--- src/rtl/regfile_pkg.sv ---
// Shared constants and entry type for the register-file write queue.
// Holds Width, Depth, RegAddrW and the {rd, data} entry struct.
package regfile_pkg;

  localparam int Width    = 32;
  localparam int Depth    = 4;
  localparam int RegAddrW = 5;
  localparam int PtrW     = $clog2(Depth);
  localparam int CntW     = $clog2(Depth) + 1;

  typedef struct packed {
    logic [RegAddrW-1:0] rd;
    logic [Width-1:0]    data;
  } wbq_entry_t;

endpackage

--- src/rtl/regfile_write_queue_if.sv ---
// Producer handshake and register-file write port of the write queue.
// master: producer/regfile side; slave: the queue itself.
interface regfile_write_queue_if;
  import regfile_pkg::*;

  logic                in_valid;
  logic                in_ready;
  logic [RegAddrW-1:0] in_rd;
  logic [Width-1:0]    in_data;
  logic                wb_stall;
  logic                RegWrite;
  logic [RegAddrW-1:0] W1;
  logic [Width-1:0]    WD1;

  modport master (
    output in_valid, in_rd, in_data, wb_stall,
    input  in_ready, RegWrite, W1, WD1
  );

  modport slave (
    input  in_valid, in_rd, in_data, wb_stall,
    output in_ready, RegWrite, W1, WD1
  );

endinterface

--- src/rtl/wbq_fwd_lookup.sv ---
// Youngest-match search of pending writes for one read address.
// Ports: i_ent/i_vld storage, i_wptr, i_raddr -> o_hit, o_data.
module wbq_fwd_lookup
  import regfile_pkg::*;
(
  input  wbq_entry_t [Depth-1:0] i_ent,
  input  logic [Depth-1:0]       i_vld,
  input  logic [PtrW-1:0]        i_wptr,
  input  logic [RegAddrW-1:0]    i_raddr,
  output logic                   o_hit,
  output logic [Width-1:0]       o_data
);

  logic [PtrW-1:0] w_idx;

  // Walk back from the newest slot (wptr-1); first match is youngest.
  always_comb begin
    o_hit  = 1'b0;
    o_data = '0;
    w_idx  = '0;
    for (int i = 1; i <= Depth; i++) begin
      w_idx = i_wptr - PtrW'(i);
      if (!o_hit && i_raddr != '0 && i_vld[w_idx] &&
          i_ent[w_idx].rd == i_raddr) begin
        o_hit  = 1'b1;
        o_data = i_ent[w_idx].data;
      end
    end
  end

endmodule

--- src/rtl/regfile_write_queue.sv ---
// In-order FIFO of pending register writes with read forwarding.
// Ports: clk, rst_n, bus (handshake + write port), R1/R2 -> fwd*, count.
module regfile_write_queue
  import regfile_pkg::*;
(
  input  logic                  clk,
  input  logic                  rst_n,
  regfile_write_queue_if.slave  bus,
  input  logic [RegAddrW-1:0]   R1,
  input  logic [RegAddrW-1:0]   R2,
  output logic                  fwd1_hit,
  output logic [Width-1:0]      fwd1_data,
  output logic                  fwd2_hit,
  output logic [Width-1:0]      fwd2_data,
  output logic [CntW-1:0]       count
);

  wbq_entry_t [Depth-1:0] r_mem;
  logic [Depth-1:0]       r_vld;
  logic [PtrW-1:0]        r_wptr;
  logic [PtrW-1:0]        r_rptr;
  logic [CntW-1:0]        r_cnt;

  logic       w_push;
  logic       w_pop;
  logic       w_empty;
  wbq_entry_t w_head;

  assign w_empty      = (r_cnt == '0);
  assign bus.in_ready = (r_cnt < CntW'(Depth));
  // rd==0 requests are handshaken but never stored.
  assign w_push       = bus.in_valid && bus.in_ready &&
                        (bus.in_rd != '0);
  assign w_pop        = bus.RegWrite;
  assign w_head       = r_mem[r_rptr];

  assign bus.RegWrite = !w_empty && !bus.wb_stall;
  assign bus.W1       = w_empty ? '0 : w_head.rd;
  assign bus.WD1      = w_empty ? '0 : w_head.data;
  assign count        = r_cnt;

  always_ff @(posedge clk or negedge rst_n) begin
    if (!rst_n) begin
      r_wptr <= '0;
      r_rptr <= '0;
      r_cnt  <= '0;
      r_vld  <= '0;
    end else begin
      if (w_pop) begin
        r_rptr        <= r_rptr + PtrW'(1);
        r_vld[r_rptr] <= 1'b0;
      end
      if (w_push) begin
        r_wptr        <= r_wptr + PtrW'(1);
        r_vld[r_wptr] <= 1'b1;
      end
      unique case ({w_push, w_pop})
        2'b10:   r_cnt <= r_cnt + CntW'(1);
        2'b01:   r_cnt <= r_cnt - CntW'(1);
        default: r_cnt <= r_cnt;
      endcase
    end
  end

  // Payload needs no reset; validity lives in r_vld.
  always_ff @(posedge clk) begin
    if (w_push) begin
      r_mem[r_wptr] <= '{rd: bus.in_rd, data: bus.in_data};
    end
  end

  wbq_fwd_lookup u_fwd1 (
    .i_ent   (r_mem),
    .i_vld   (r_vld),
    .i_wptr  (r_wptr),
    .i_raddr (R1),
    .o_hit   (fwd1_hit),
    .o_data  (fwd1_data)
  );

  wbq_fwd_lookup u_fwd2 (
    .i_ent   (r_mem),
    .i_vld   (r_vld),
    .i_wptr  (r_wptr),
    .i_raddr (R2),
    .o_hit   (fwd2_hit),
    .o_data  (fwd2_data)
  );

endmodule

--- src/flat_wrapper.sv ---
// flat-port wrapper written by rule: the top's interface ports become plain ports
module regfile_write_queue_flat import regfile_pkg::*;
  (clk, rst_n, R1, R2, fwd1_hit, fwd1_data, fwd2_hit, fwd2_data, count, bus_in_valid, bus_in_rd, bus_in_data, bus_wb_stall, bus_in_ready, bus_RegWrite, bus_W1, bus_WD1);
  regfile_write_queue_if bus_i ();
  input  logic clk;
  input  logic rst_n;
  input  logic [RegAddrW-1:0] R1;
  input  logic [RegAddrW-1:0] R2;
  output logic fwd1_hit;
  output logic [Width-1:0] fwd1_data;
  output logic fwd2_hit;
  output logic [Width-1:0] fwd2_data;
  output logic [CntW-1:0] count;
  input wire logic [$bits(bus_i.in_valid)-1:0] bus_in_valid;
  input wire logic [$bits(bus_i.in_rd)-1:0] bus_in_rd;
  input wire logic [$bits(bus_i.in_data)-1:0] bus_in_data;
  input wire logic [$bits(bus_i.wb_stall)-1:0] bus_wb_stall;
  output wire logic [$bits(bus_i.in_ready)-1:0] bus_in_ready;
  output wire logic [$bits(bus_i.RegWrite)-1:0] bus_RegWrite;
  output wire logic [$bits(bus_i.W1)-1:0] bus_W1;
  output wire logic [$bits(bus_i.WD1)-1:0] bus_WD1;
  assign bus_i.in_valid = bus_in_valid;
  assign bus_i.in_rd = bus_in_rd;
  assign bus_i.in_data = bus_in_data;
  assign bus_i.wb_stall = bus_wb_stall;
  assign bus_in_ready = bus_i.in_ready;
  assign bus_RegWrite = bus_i.RegWrite;
  assign bus_W1 = bus_i.W1;
  assign bus_WD1 = bus_i.WD1;
  regfile_write_queue u_core (.clk(clk), .rst_n(rst_n), .bus(bus_i), .R1(R1), .R2(R2), .fwd1_hit(fwd1_hit), .fwd1_data(fwd1_data), .fwd2_hit(fwd2_hit), .fwd2_data(fwd2_data), .count(count));
endmodule
--- config.mk ---
export PLATFORM = sky130hd
export DESIGN_NAME = regfile_write_queue_flat
export DESIGN_NICKNAME = d
export VERILOG_FILES = /design/src/rtl/regfile_pkg.sv /design/src/rtl/regfile_write_queue_if.sv /design/src/rtl/wbq_fwd_lookup.sv /design/src/rtl/regfile_write_queue.sv /design/src/flat_wrapper.sv
export SDC_FILE = /design/constraint.sdc
export NUM_CORES = 1
export LEC_CHECK = 0
export CAP_MARGIN = 5
export CORE_ASPECT_RATIO = 1.1
export CORE_MARGIN = 1.5
export CORE_UTILIZATION = 45
export DETAILED_ROUTE_END_ITERATION = 8
export DONT_BUFFER_PORTS = 1
export PLACE_DENSITY_LB_ADDON = 0.25
export SLEW_MARGIN = 40
export SYNTH_ARGS = -nofsm -noshare
export SYNTH_HDL_FRONTEND = slang
export SYNTH_HIERARCHICAL = 1
export SYNTH_SLANG_ARGS = --single-unit
export TNS_END_PERCENT = 10
--- constraint.sdc ---
create_clock -name clk -period 3.6 [get_ports clk]
set_input_delay 0.54 -clock clk [delete_from_list [all_inputs] [get_ports clk]]
set_output_delay 0.54 -clock clk [all_outputs]
set_load 0.01 [all_outputs]
After elaboration in Yosys (flattened, before gate mapping)
Index checks and enable logic that the tools add are counted.
{"block": "classes", "n_bitwise": 3, "muxes": 46, "addsub": 7, "magnitude_cmp": 8, "reduce_logical": 40, "n_eq_ne": 10}
{"op": "37-bit binary-select mux with 2-bit select", "count": 5}
{"op": "32-bit two-way mux", "count": 9}
{"op": "37-bit two-way mux", "count": 6}
{"op": "148-bit bitwise mux", "count": 1}
{"op": "37-bit demux with 2-bit select", "count": 1}
{"op": "5-bit == test", "count": 8}
{"op": "1-bit logical AND", "count": 27}
{"op": "2-bit by 3-bit less-than comparator with 1-bit output, second input constant", "count": 5}
{"op": "5-bit nonzero test", "count": 3}
{"op": "1-bit two-way mux", "count": 14}
{"op": "1-bit binary-select mux with 2-bit select", "count": 4}
{"op": "1-bit zero test", "count": 8}
{"op": "4-bit two-way mux", "count": 2}
{"op": "3-bit case mux with 2 select lines", "count": 1}
{"op": "5-bit two-way mux", "count": 1}
{"op": "2-bit by 1-bit adder with 2-bit output, second input constant", "count": 2}
{"op": "4-bit AND", "count": 1}
{"op": "1-bit demux with 2-bit select", "count": 2}
{"op": "2-bit by 1-bit greater-or-equal comparator with 1-bit output, second input constant", "count": 2}
{"op": "4-bit inverter", "count": 1}
{"op": "4-bit OR", "count": 1}
{"op": "2-bit subtractor, second input constant", "count": 2}
{"op": "3-bit by 1-bit adder with 3-bit output, second input constant", "count": 1}
{"op": "3-bit zero test", "count": 1}
{"op": "6 further kinds", "count": 6}
{"block": "word_totals", "word_cells": 126, "regBits": 159, "out_inout_bits": 108, "input_bits": 51}

Logic depth before layout (Yosys ltp)
Gate-level depths: netlist of the first run.
{"block": "logic_depth", "word_depth": 21, "depth_mapped": 12, "mapped_depth_nobuf": 9}

Hierarchy
Netlist of the first run, hierarchy kept.
{"module": "wbq_fwd_lookup", "area_each_um2": 4534.3, "cells_per_inst": 534, "seq_area_each_um2": 0.0, "n_inst": 2}
{"module": "regfile_write_queue", "area_each_um2": 6264.8, "cells_per_inst": 295, "seq_area_each_um2": 4719.5, "n_inst": 1}

Worst setup path after synthesis of the first run
No wires, ideal clock.
{"block": "synth_path", "path_type": "input to output", "from": "input R1[2]", "to": "output fwd1_data[10]", "path_stages": 9, "path_buffers": 2, "arrival_ns": 2.389, "slack_ns": 0.671, "required_ns": 3.060, "path_cell_list": "clkbuf_1 > or4_1 > nor2_1 > a2111oi_2 > nand3_1 > o21ba_2 > nand3b_4 > buf_6 > o221ai_2"}
{"block": "synth_via", "elab_chain_cells": 19, "elab_cells_between_ends": 26, "cone_classes": "4 x eq/ne; 7 x mux; 15 x reduce/logical"}
{"element": "start: declaration", "line": "flat_wrapper.sv:7", "text": "input logic [RegAddrW-1:0] R1;"}
{"element": "5-bit nonzero test", "line": "wbq_fwd_lookup.sv:23", "text": "if (!o_hit && i_raddr != '0 && i_vld[w_idx] &&"}
{"element": "1-bit logical AND (2 in series)", "line": "wbq_fwd_lookup.sv:23"}
{"element": "1-bit two-way mux", "line": "wbq_fwd_lookup.sv:23"}
{"element": "1-bit zero test", "line": "wbq_fwd_lookup.sv:23"}
{"element": "1-bit logical AND (3 in series)", "line": "wbq_fwd_lookup.sv:23"}
{"element": "1-bit two-way mux", "line": "wbq_fwd_lookup.sv:23"}
{"element": "1-bit zero test", "line": "wbq_fwd_lookup.sv:23"}
{"element": "1-bit logical AND (3 in series)", "line": "wbq_fwd_lookup.sv:23"}
{"element": "1-bit two-way mux", "line": "wbq_fwd_lookup.sv:23"}
{"element": "1-bit zero test", "line": "wbq_fwd_lookup.sv:23"}
{"element": "1-bit logical AND (3 in series)", "line": "wbq_fwd_lookup.sv:23"}
{"element": "32-bit two-way mux *", "line": "wbq_fwd_lookup.sv:23"}
{"element": "end: declaration", "line": "flat_wrapper.sv:10", "text": "output logic [Width-1:0] fwd1_data;"}
Every way passes the cells marked *; elsewhere a longest branch is shown, timed or not.

Worst setup path in the final report of the first run
{"block": "layout_path", "from": "register u_core.r_wptr[0]", "to": "output fwd2_data[22]"}
{"block": "layout_via", "elab_chain_cells": 21, "elab_cells_between_ends": 44, "cone_classes": "3 x add/sub; 4 x eq/ne; 23 x mux; 14 x reduce/logical"}
{"element": "start: declaration", "line": "regfile_write_queue.sv:20", "text": "logic [PtrW-1:0] r_wptr;"}
{"element": "start signal: assignment", "line": "regfile_write_queue.sv:54", "text": "r_wptr <= r_wptr + PtrW'(1);"}
{"element": "2-bit by 1-bit subtractor with 2-bit output", "line": "wbq_fwd_lookup.sv:22", "text": "w_idx = i_wptr - PtrW'(i);"}
{"element": "37-bit binary-select mux with 2-bit select / 1-bit binary-select mux with 2-bit select (equally long branches)", "line": "wbq_fwd_lookup.sv:24, wbq_fwd_lookup.sv:26, wbq_fwd_lookup.sv:23"}
{"element": "37-bit two-way mux (implied by the code) / 1-bit two-way mux (equally long branches)", "line": "wbq_fwd_lookup.sv:26, wbq_fwd_lookup.sv:23"}
{"element": "5-bit == test / 1-bit logical AND (equally long branches)", "line": "wbq_fwd_lookup.sv:24, wbq_fwd_lookup.sv:23"}
{"element": "1-bit logical AND", "line": "wbq_fwd_lookup.sv:23"}
{"element": "1-bit two-way mux", "line": "wbq_fwd_lookup.sv:23"}
{"element": "1-bit zero test", "line": "wbq_fwd_lookup.sv:23"}
{"element": "1-bit logical AND (3 in series)", "line": "wbq_fwd_lookup.sv:23"}
{"element": "1-bit two-way mux", "line": "wbq_fwd_lookup.sv:23"}
{"element": "1-bit zero test", "line": "wbq_fwd_lookup.sv:23"}
{"element": "1-bit logical AND (3 in series)", "line": "wbq_fwd_lookup.sv:23"}
{"element": "1-bit two-way mux", "line": "wbq_fwd_lookup.sv:23"}
{"element": "1-bit zero test", "line": "wbq_fwd_lookup.sv:23"}
{"element": "1-bit logical AND (3 in series)", "line": "wbq_fwd_lookup.sv:23"}
{"element": "32-bit two-way mux *", "line": "wbq_fwd_lookup.sv:23"}
{"element": "end: declaration", "line": "flat_wrapper.sv:12", "text": "output logic [Width-1:0] fwd2_data;"}
Every way passes the cells marked *; elsewhere a longest branch is shown, timed or not. The select of a mux whose other input is x is not followed.

==> results.md, run 1 <==
* Outcome: complete, but fails checks
* Violated checks: setup timing
* Synth Net Count at 1424
* Initial antenna violation count at 0
* Part of the cycle the worst path needs at 101%
* Startpoint Class: flop
* Post-route insts no fill at 1776
* Drc violations at 0
* CTS buffer count at 17
* DR vias/cell at 6.64
* DR pass1 iterations at 5
* Fill cells at 2840
* Final setup fails at 27
* Total GRT Usage at 25.4%
* Final Max Slew Viols at 0
* Least-Margin Pin Slew at 774 ps
* Placement Cell Area at 15800 µm²
* # IOs at 159
* Die area at 35200 µm²
* Fmax at 275 MHz
* Placed Cells at 1712
* Starting Density at 46.0%
* Worst hold-check path type: primary input to flop
* Port buffer count at 0
* Number of synthesized flops with an enable pin at 148
* GRT met2 Usage at 41.2%
* First-pass GRT wire length at 67900 µm
* Crit end category: output pin
* Avg WL per Cell at 25.8 µm
* Number of synthesis warnings at 6
* Via count at 11800
* Final #Nets at 1392
* Met1 Use GR at 33.2%
* Critical R2R Launch: u_core/r_wptr[0]
* Most common cell after layout, fill and taps aside: mux2_2
* Critical path peak fanout at 9
* Clk buf depth at 2
* H-tree depth at 4
* Final worst setup slack at -42.4 ps
* Sink Count at 159
* Max Cap Violations at 0
* Core area at 33400 µm²
* Syn Area/Cell at 11.2 µm²
* Detailed-placement wirelength estimate at 28600 µm
* Share of cells above drive strength 1 at 36.2%
* Worst-Skew Late Latency at 440 ps
* Total wire length at 45900 µm
* Post-synth ARST share at 6.92%
* GR Overflow Total at 0
* Met3 Track Usage GR at 5.54%
* Core Util, Final at 52.3%
* Worst hold start: bus_in_data[11]
* Antenna Nets Post-Route at 0
* Busiest grt layer: met2
* Min cycle time layout at 3640 ps
* DIE WIDTH at 179 µm
* CTS tree: done
* Floorplan row count at 70
* Maximum vdd drop at 0.000585 V
* Maximum number of pins on one net before global-route repair at 161
* Root Driver: clkbuf_16
* Antenna diodes at 0
* Critical Path Start: u_core/r_wptr[0]
* Worst Path Required at 3060 ps
* Fin area at 17400 µm²
* Arrival time at the worst endpoint at 3100 ps
* Routability cong. at 0.934
* Worst Skew at 15.7 ps
* Number of synthesized register bits at 159
* Seq/Total Area, Yosys at 30.8%
* Distinct cells, synth at 49
* Total power draw at 14.0 mW
* LEAKAGE at 5.90 nW
* Pwr Density at 800 nW/µm²
* Initial DRC count at 1018
* Number of global-route vias before repair at 11500
* Die Ht at 197 µm
* Primary FF master, synth: edfxtp_1
* Reg clk slew, reported paths at 80 ps
* Commonest non-fill, non-tap cells in the layout: mux2_2, mux2i_1, edfxtp_1
* Mapped Cells at 1363
* Final Hold Violating Endpoints at 0
* Syn-to-layout area delta at 13.8%
* Critical path class: flop to output pin
* Setup repair after global routing missed its margin: yes
* Mapped cell area at 15300 µm²
* Slew HR at 48.4%
[worst max-delay path, stage by stage, from the launching register on]
cell	delay, ps
dfrtp_4	460
buf_8	150
mux4_2	510
xnor2_1	180
nand4_1	190
nor4_4	350
o21ba_4	230
nand3b_4	90
buf_12	170
buf_12	170
o221ai_2	160
[where the power goes]
group / switching, mW / internal (mW) / leakage (nW)
Sequential: 0.489 / 2.36 / 1.47
Combinational: 5.14 / 4.06 / 4.13
Clock: 0.859 / 1.05 / 0.293
[stage by stage]
stage / worst slack [ps] / hold WS (ps) / setup TNS [ps]
5_1_grt: -151 / 167 / -6520
2_1_floorplan: 671 / 244 / 0
6_report: -42.4 / 191 / -475
3_5_place_dp: 150 / 245 / 0
4_1_cts: -38.0 / 172 / -174
3_3_place_gp: 215 / 245 / 0
[layout make-up]
class / instances / area, µm² / area share [%]
multi-input cells: 1044 / 10300 / 58.9
flip-flops and latches: 159 / 4730 / 27.1
repair buffers: 92 / 1220 / 7.00
well taps: 432 / 541 / 3.10
clock buffers: 17 / 425 / 2.44
clock inverters: 15 / 176 / 1.01
inverters: 17 / 71.3 / 0.409
[synth_stat cells (17+ instances only)]
master / n / area share [%]
nor2b_1: 39 / 1.6
nor2_1: 86 / 2.1
buf_2: 30 / 0.98
mux2_2: 195 / 14
o211ai_1: 64 / 3.1
o221ai_2: 60 / 5.9
mux4_2: 61 / 9.0
buf_4: 17 / 0.83
inv_1: 17 / 0.42
a22oi_1: 64 / 3.1
edfxtp_1: 148 / 29
xnor2_1: 34 / 1.9
nand2_1: 69 / 1.7
o31a_1: 68 / 3.9
mux2i_1: 152 / 9.9
a21oi_1: 72 / 2.4
clkbuf_1: 69 / 1.7
[metal layers]
metal | wire length [µm] | vias up
li1 | - | 5369
met1 | 19200 | 5891
met2 | 22000 | 465
met3 | 3460 | 66
met4 | 1190 | 0
met5 | 0 | -
[sequential cells by signal, summed over array words and instances, names as in the netlist]
signal	count
u_core/count	3
u_core/r_mem	148
u_core/r_rptr	2
u_core/r_vld	4
u_core/r_wptr	2
[what timing repair did]
| item | CTS | global route |
|---|---|---|
| pin swaps | 2 | 22 |
| hold endpoints to repair | 11 | 0 |
| hold buffers | 1 | 0 |
| cloned | 1 | 3 |
| resized for setup | 17 | 63 |
| setup endpoints to repair | 64 | 64 |
| setup buffers | 18 | 8 |
[final timing paths]
check,to,slack (ps),depth (start not counted)
worst max-delay path,fwd2_data[22],-40,10
worst min-delay path,u_core/r_mem[11],190,0
worst max register to register,u_core/r_mem[59],900,5
worst min register to register,u_core/count[0],640,1
max in group asynchronous,u_core/r_wptr[0],2690,1
min in group asynchronous,u_core/count[2],510,1
[cell families after synthesis]
kind of cell | Yosys count | share of synthesized area [%]
AOI/OAI and AO/OA | 358 | 20.2
xor gates and xnor gates | 41 | 2.34
adders and majority gates | 10 | 0.865
buffers and inverters | 160 | 5.36
DFF | 159 | 30.8
muxes | 409 | 33.3
and+or+nand+nor | 226 | 7.11
Note: power is estimated with default switching activity, not from simulation.
==> inputs of run 2 (changes only) <==
--- a/config.mk
+++ b/config.mk
@@ -8,9 +8,10 @@
 export CAP_MARGIN = 5
 export CORE_ASPECT_RATIO = 1.1
-export CORE_MARGIN = 1.5
+export CORE_MARGIN = 4
 export CORE_UTILIZATION = 45
 export DETAILED_ROUTE_END_ITERATION = 8
 export DONT_BUFFER_PORTS = 1
 export PLACE_DENSITY_LB_ADDON = 0.25
+export SETUP_SLACK_MARGIN = 0.1
 export SLEW_MARGIN = 40
 export SYNTH_ARGS = -nofsm -noshare
==> constraint.sdc (replaced) <==
create_clock -name clk -period 3.6 [get_ports clk]
set_input_delay 0.36 -clock clk [delete_from_list [all_inputs] [get_ports clk]]
set_output_delay 0.36 -clock clk [all_outputs]
set_load 0.01 [all_outputs]
==> run 2 against run 1 <==
Compared with the run above:
- the flow now finishes without violations
- final area shrank 1.3%
- sequential share of layout area grew 0.37 points
- non-clock buffer count grew 31
- fmax grew 4.0%
- clock-buffer cell count grew 3
- critical path type unchanged
- critical endpoint is now fwd1_data[0]
- largest cell class unchanged
- highest routed layer is now met5
==> results.md, run 2 (same netlist as run 1, synthesis figures left out) <==
* Startpoint Class: flop
* Most common cell after layout, fill and taps aside: mux2_2
* Clk buf depth at 2
* Pwr Density at 781 nW/µm²
* Slowest cell on crit path: edfxtp_1
* Worst Skew at 19.0 ps
* Final Hold Violating Endpoints at 0
* Fin area at 17200 µm²
* Least-Margin Pin Slew at 785 ps
* H-tree depth at 4
* CTS tree: done
* Maximum vdd drop at 0.000796 V
* Number of flip-flops in the largest register at 148
* Core area at 33500 µm²
* Final worst setup slack at 97.0 ps
* CP max stage delay at 550 ps
* Die Ht at 202 µm
* Largest Register: u_core/r_mem
* CP Cell Sequence: mux4_2 > xnor2_1 > nand4_1 > nor4_4 > o21ba_2 > nand3b_4 > buf_8 > o221ai_1 > buf_4
* Final Max Slew Viols at 0
* Detailed-placement wirelength estimate at 28700 µm
* Placed Cells at 1703
* DIE WIDTH at 184 µm
* Port buffer count at 0
* First-pass GRT wire length at 68800 µm
* LEAKAGE at 5.88 nW
* Root Driver: clkbuf_16
* Initial DRC count at 932
* Outcome: finished clean
* Antenna Nets Post-Route at 0
* DR vias/cell at 6.52
* Starting Density at 45.8%
* Total power draw at 13.4 mW
* Dpl ws at 155 ps
* Avg WL per Cell at 24.9 µm
* Worst Path Required at 3240 ps
* GR Overflow Total at 0
* Floorplan row count at 70
* Worst hold slack at 25.1 ps
* Antenna diodes at 0
* Fmax at 285 MHz
* Critical path class: flop to output pin
* Total wire length at 45100 µm
* CTS buffer count at 17
* # IOs at 159
* Critical path peak fanout at 9
* Placement Cell Area at 15700 µm²
* DR pass1 iterations at 6
* Min cycle time layout at 3500 ps
* Routability cong. at 0.869
* Drc violations at 0
* Sink Count at 159
* Fill cells at 2926
* Commonest non-fill, non-tap cells in the layout: mux2_2, mux2i_1, edfxtp_1
* Die area at 37100 µm²
* Setup repair after global routing missed its margin: yes
* Worst-Skew Late Latency at 440 ps
* Reg clk slew, reported paths at 70 ps
* Final setup fails at 0
* Crit end category: output pin
* Worst hold-check path type: primary input to flop
* Syn-to-layout area delta at 12.3%
* Part of the cycle the worst path needs at 97.3%
* Initial antenna violation count at 1
* Max Cap Violations at 0
* Final #Nets at 1423
* Top cell family by delay on the critical path: simple AND/OR/NAND/NOR gates
* Maximum number of pins on one net before global-route repair at 106
* Via count at 11800
* Share of cells above drive strength 1 at 34.0%
* Slew HR at 47.7%
* Total GRT Usage at 23.5%
* Post-route insts no fill at 1807
* Arrival time at the worst endpoint at 3140 ps
* Number of global-route vias before repair at 11700
* CP Buf/Inv Count at 2
==> run 2: cell types whose count changed in the layout (fill, tap and decap cells not counted), moves of 3 or more <==
cell | previous run | this run
xnor2_1 | 30 | 34
xnor2_2 | 4 | 0
mux2i_1 | 149 | 152
o221ai_4 | 27 | 4
buf_12 | 30 | 14
buf_6 | 12 | 20
dlygate4sd3_1 | 1 | 39
o221ai_2 | 34 | 57
==> run 2: report_power, final <==
group,total (mW),switching (mW),internal (mW)
combinational,8.79,4.90,3.89
clock,1.86,0.851,1.01
sequential,2.79,0.432,2.36
total,13.4,6.18,7.26
==> run 2: final cells by class <==
type                            instances  area, µm²  share of cell area [%]
Timing Repair Buffer                  123       1350                    7.82
Multi-Input combinational cell       1044       9930                    57.7
Clock buffer                           20        489                    2.84
Tap cell                              432        541                    3.14
Clock inverter                         12        105                   0.611
Inverter                               17       71.3                   0.414
Sequential cell                       159       4730                    27.5
==> run 2: what timing repair did <==
item	in CTS	in global routing
gates resized for setup	26	16
endpoints found under the setup margin	64	64
hold buffers	39	0
setup buffers	26	5
pin swaps	4	1
cloned	2	0
hold endpoints to repair	156	0
==> run 2: per-stage QoR <==
step                      setup TNS (ps)  utilization (%)
after floorplan                        0                -
after detailed placement               0             46.9
after CTS                              0             51.1
after global routing                -285             51.4
final                                  0             51.4
after global placement                 0             46.8
==> run 2: final timing paths <==
check | startpoint | end | cells after the start | slack, ps
max | u_core/r_mem[72] | fwd1_data[0] | 9 | 100
min | bus_in_data[2] | u_core/r_mem[76] | 0 | 30
max reg2reg | u_core/r_wptr[0] | u_core/r_mem[120] | 5 | 1010
min reg2reg | u_core/count[0] | u_core/count[0] | 1 | 650
max in group asynchronous | rst_n | u_core/r_wptr[1] | 1 | 2860
min in group asynchronous | rst_n | u_core/r_wptr[0] | 1 | 330
==> run 2: worst register-to-register path, cell delays in order, from the launching register on <==
cell     delay (ps)
dfrtp_4         500
buf_4           160
buf_6           480
ha_1            290
and2_2          520
buf_12          300
==> run 2: metal layers <==
layer	wire length [µm]	vias up	GRT usage (%)
li1	-	5431	-
met1	19300	5893	30.9
met2	22100	390	39.2
met3	2640	68	4.76
met4	992	2	6.92
met5	7	-	0
==> inputs of run 3 (changes only) <==
- SKIP_LAST_GASP: unset -> 1
==> run 3 against run 2 <==
Compared with the run above:
- sequential share of layout area is 0.064 points higher
- setup slack is essentially flat
- non-clock buffer count stayed put
- power shrank 0.15%
- register-to-register slack hardly changed
- final cell count stayed put
- flip-flop and latch count is the same
- die area unchanged
- clock power hardly changed
- clock-buffer cell count did not move
- critical endpoint is now fwd2_data[29]
- largest cell class unchanged
==> results.md, run 3 (same netlist as run 1, synthesis figures left out) <==
* Outcome: finished clean
* Total wire length at 45100 µm
* CP Cell Sequence: buf_8 > buf_16 > nor3b_1 > a311oi_1 > a31oi_1 > buf_4 > a32o_1 > and4_1 > nand3b_4 > buf_4 > o221ai_2 > buf_4
* Internal power at 7.25 mW
* Clk pwr share at 13.9%
* Avg WL per Cell at 25.0 µm
* Seq pwr share at 20.8%
* Final Max Slew Viols at 0
* GR Overflow Total at 0
* Final Hold Violating Endpoints at 0
* Floorplan row count at 70
* Gate power share at 65.3%
* Fin area at 17200 µm²
* DR vias/cell at 6.53
* Port buffer count at 0
* Via count at 11800
* Final #Nets at 1423
* Critical path peak fanout at 23
* Startpoint Class: flop
* Number of flip-flops in the largest register at 148
* Commonest non-fill, non-tap cells in the layout: mux2_2, mux2i_1, edfxtp_1
* Worst-Skew Late Latency at 450 ps
* Crit end category: output pin
* Initial antenna violation count at 1
* Pwr Density at 782 nW/µm²
* CP Buf/Inv Count at 5
* Min cycle time layout at 3500 ps
* Maximum number of pins on one net before global-route repair at 106
* Final setup fails at 0
* Slowest cell on crit path: dfrtp_4
* Die Ht at 202 µm
* H-tree depth at 4
* LEAKAGE at 5.87 nW
* Worst Path Required at 3240 ps
* Routability cong. at 0.869
* Sw frac at 46.0%
* Reg clk slew, reported paths at 70 ps
* CTS tree: done
* Largest Register: u_core/r_mem
* Critical path class: flop to output pin
* First-pass GRT wire length at 68800 µm
* Share of cells above drive strength 1 at 34.0%
* Total GRT Usage at 23.5%
* CP max stage delay at 460 ps
* Most common cell after layout, fill and taps aside: mux2_2
* Antenna diodes at 0
* Antenna Nets Post-Route at 0
* Core area at 33500 µm²
* Worst Skew at 19.2 ps
* Slew HR at 47.3%
* Worst hold start: bus_in_data[2]
* Met1 Use GR at 30.9%
* Worst hold-check path type: primary input to flop
* Total power draw at 13.4 mW
* GRT met2 Usage at 39.2%
* Setup repair after global routing missed its margin: yes
* CP dominant cell by count: buf_4
* Met3 Track Usage GR at 4.76%
* Least-Margin Pin Slew at 790 ps
* Sink Count at 159
* Number of global-route vias before repair at 11700
* Detailed-placement wirelength estimate at 28700 µm
* Clk buf depth at 2
* Part of the cycle the worst path needs at 97.3%
* Top cell family by delay on the critical path: buffers and inverters
* DR pass1 iterations at 5
* NetSw at 6.17 mW
* Root Driver: clkbuf_16
* DIE WIDTH at 184 µm
* Critical R2R Launch: u_core/r_wptr[0]
* Syn-to-layout area delta at 12.0%
* Fmax at 286 MHz
* Initial DRC count at 930
* Fill cells at 2926
* Arrival time at the worst endpoint at 3140 ps
* Starting Density at 45.8%
* Die area at 37100 µm²
* Placement Cell Area at 15700 µm²
* # IOs at 159
* Maximum vdd drop at 0.000797 V
* Max Cap Violations at 0
* Drc violations at 0
* Busiest grt layer: met2
* Critical Path Start: u_core/r_wptr[1]
* CTS buffer count at 17
[run 3: layout make-up]
cell class	instances	area (µm²)	share of cell area (%)
Clock buffer	20	489	2.85
Clock inverter	12	105	0.612
Inverter	17	71.3	0.415
Multi-Input combinational cell	1044	9900	57.7
Sequential cell	159	4730	27.6
Tap cell	432	541	3.15
Timing Repair Buffer	123	1330	7.75
[run 3: metal layers]
metal,routed length [µm],vias to the layer above
met4,1050,2
met5,7,-
met1,19400,5884
li1,-,5436
met2,22100,398
met3,2610,71
[run 3: through the flow]
stage / hold WS, ps / std cells / util [%] / worst slack, ps / TNS (ps)
3_5_place_dp: 64.8 / 1703 / 46.9 / 155 / 0
3_3_place_gp: 64.8 / 1701 / 46.8 / 129 / 0
6_report: 21.6 / 1807 / 51.3 / 97.4 / 0
2_1_floorplan: 64.4 / 1363 / - / 904 / 0
4_1_cts: 0.0178 / 1802 / 51.1 / 83.5 / 0
5_1_grt: 1.07 / 1807 / 51.3 / -36.1 / -300
[run 3: repair_timing]
item / in CTS / in global routing
hold endpoints to repair: 156 / 0
hold buffers: 39 / 0
buffers inserted: 26 / 5
pin swaps: 4 / 1
endpoints found under the setup margin: 64 / 64
gates cloned: 2 / 0
gates resized for setup: 26 / 9
[run 3: final timing paths]
kind,end,slack (ps),cells after the start
worst min-delay path,u_core/r_mem[76],20,0
min in group asynchronous,u_core/r_wptr[0],320,1
worst max-delay path,fwd2_data[29],100,12
worst min register to register,u_core/count[0],650,1
worst max register to register,u_core/r_mem[120],1010,5
max in group asynchronous,u_core/r_wptr[1],2860,1
[run 3: power by group through the flow]
stage / Combinational, mW / Clock [mW] / Sequential (mW)
floorplan: 7.00 / 0 / 2.61
global placement: 7.88 / 0 / 3.07
detailed placement: 8.17 / 0 / 2.97
CTS: 8.69 / 1.91 / 2.79
global route: 9.44 / 1.98 / 2.84
finish: 8.76 / 1.87 / 2.79
[run 3: worst reg2reg max path, stage by stage, from the launching register on]
cell     delay [ps]
dfrtp_4         500
buf_4           160
buf_6           480
ha_1            290
and2_2          520
buf_12          300
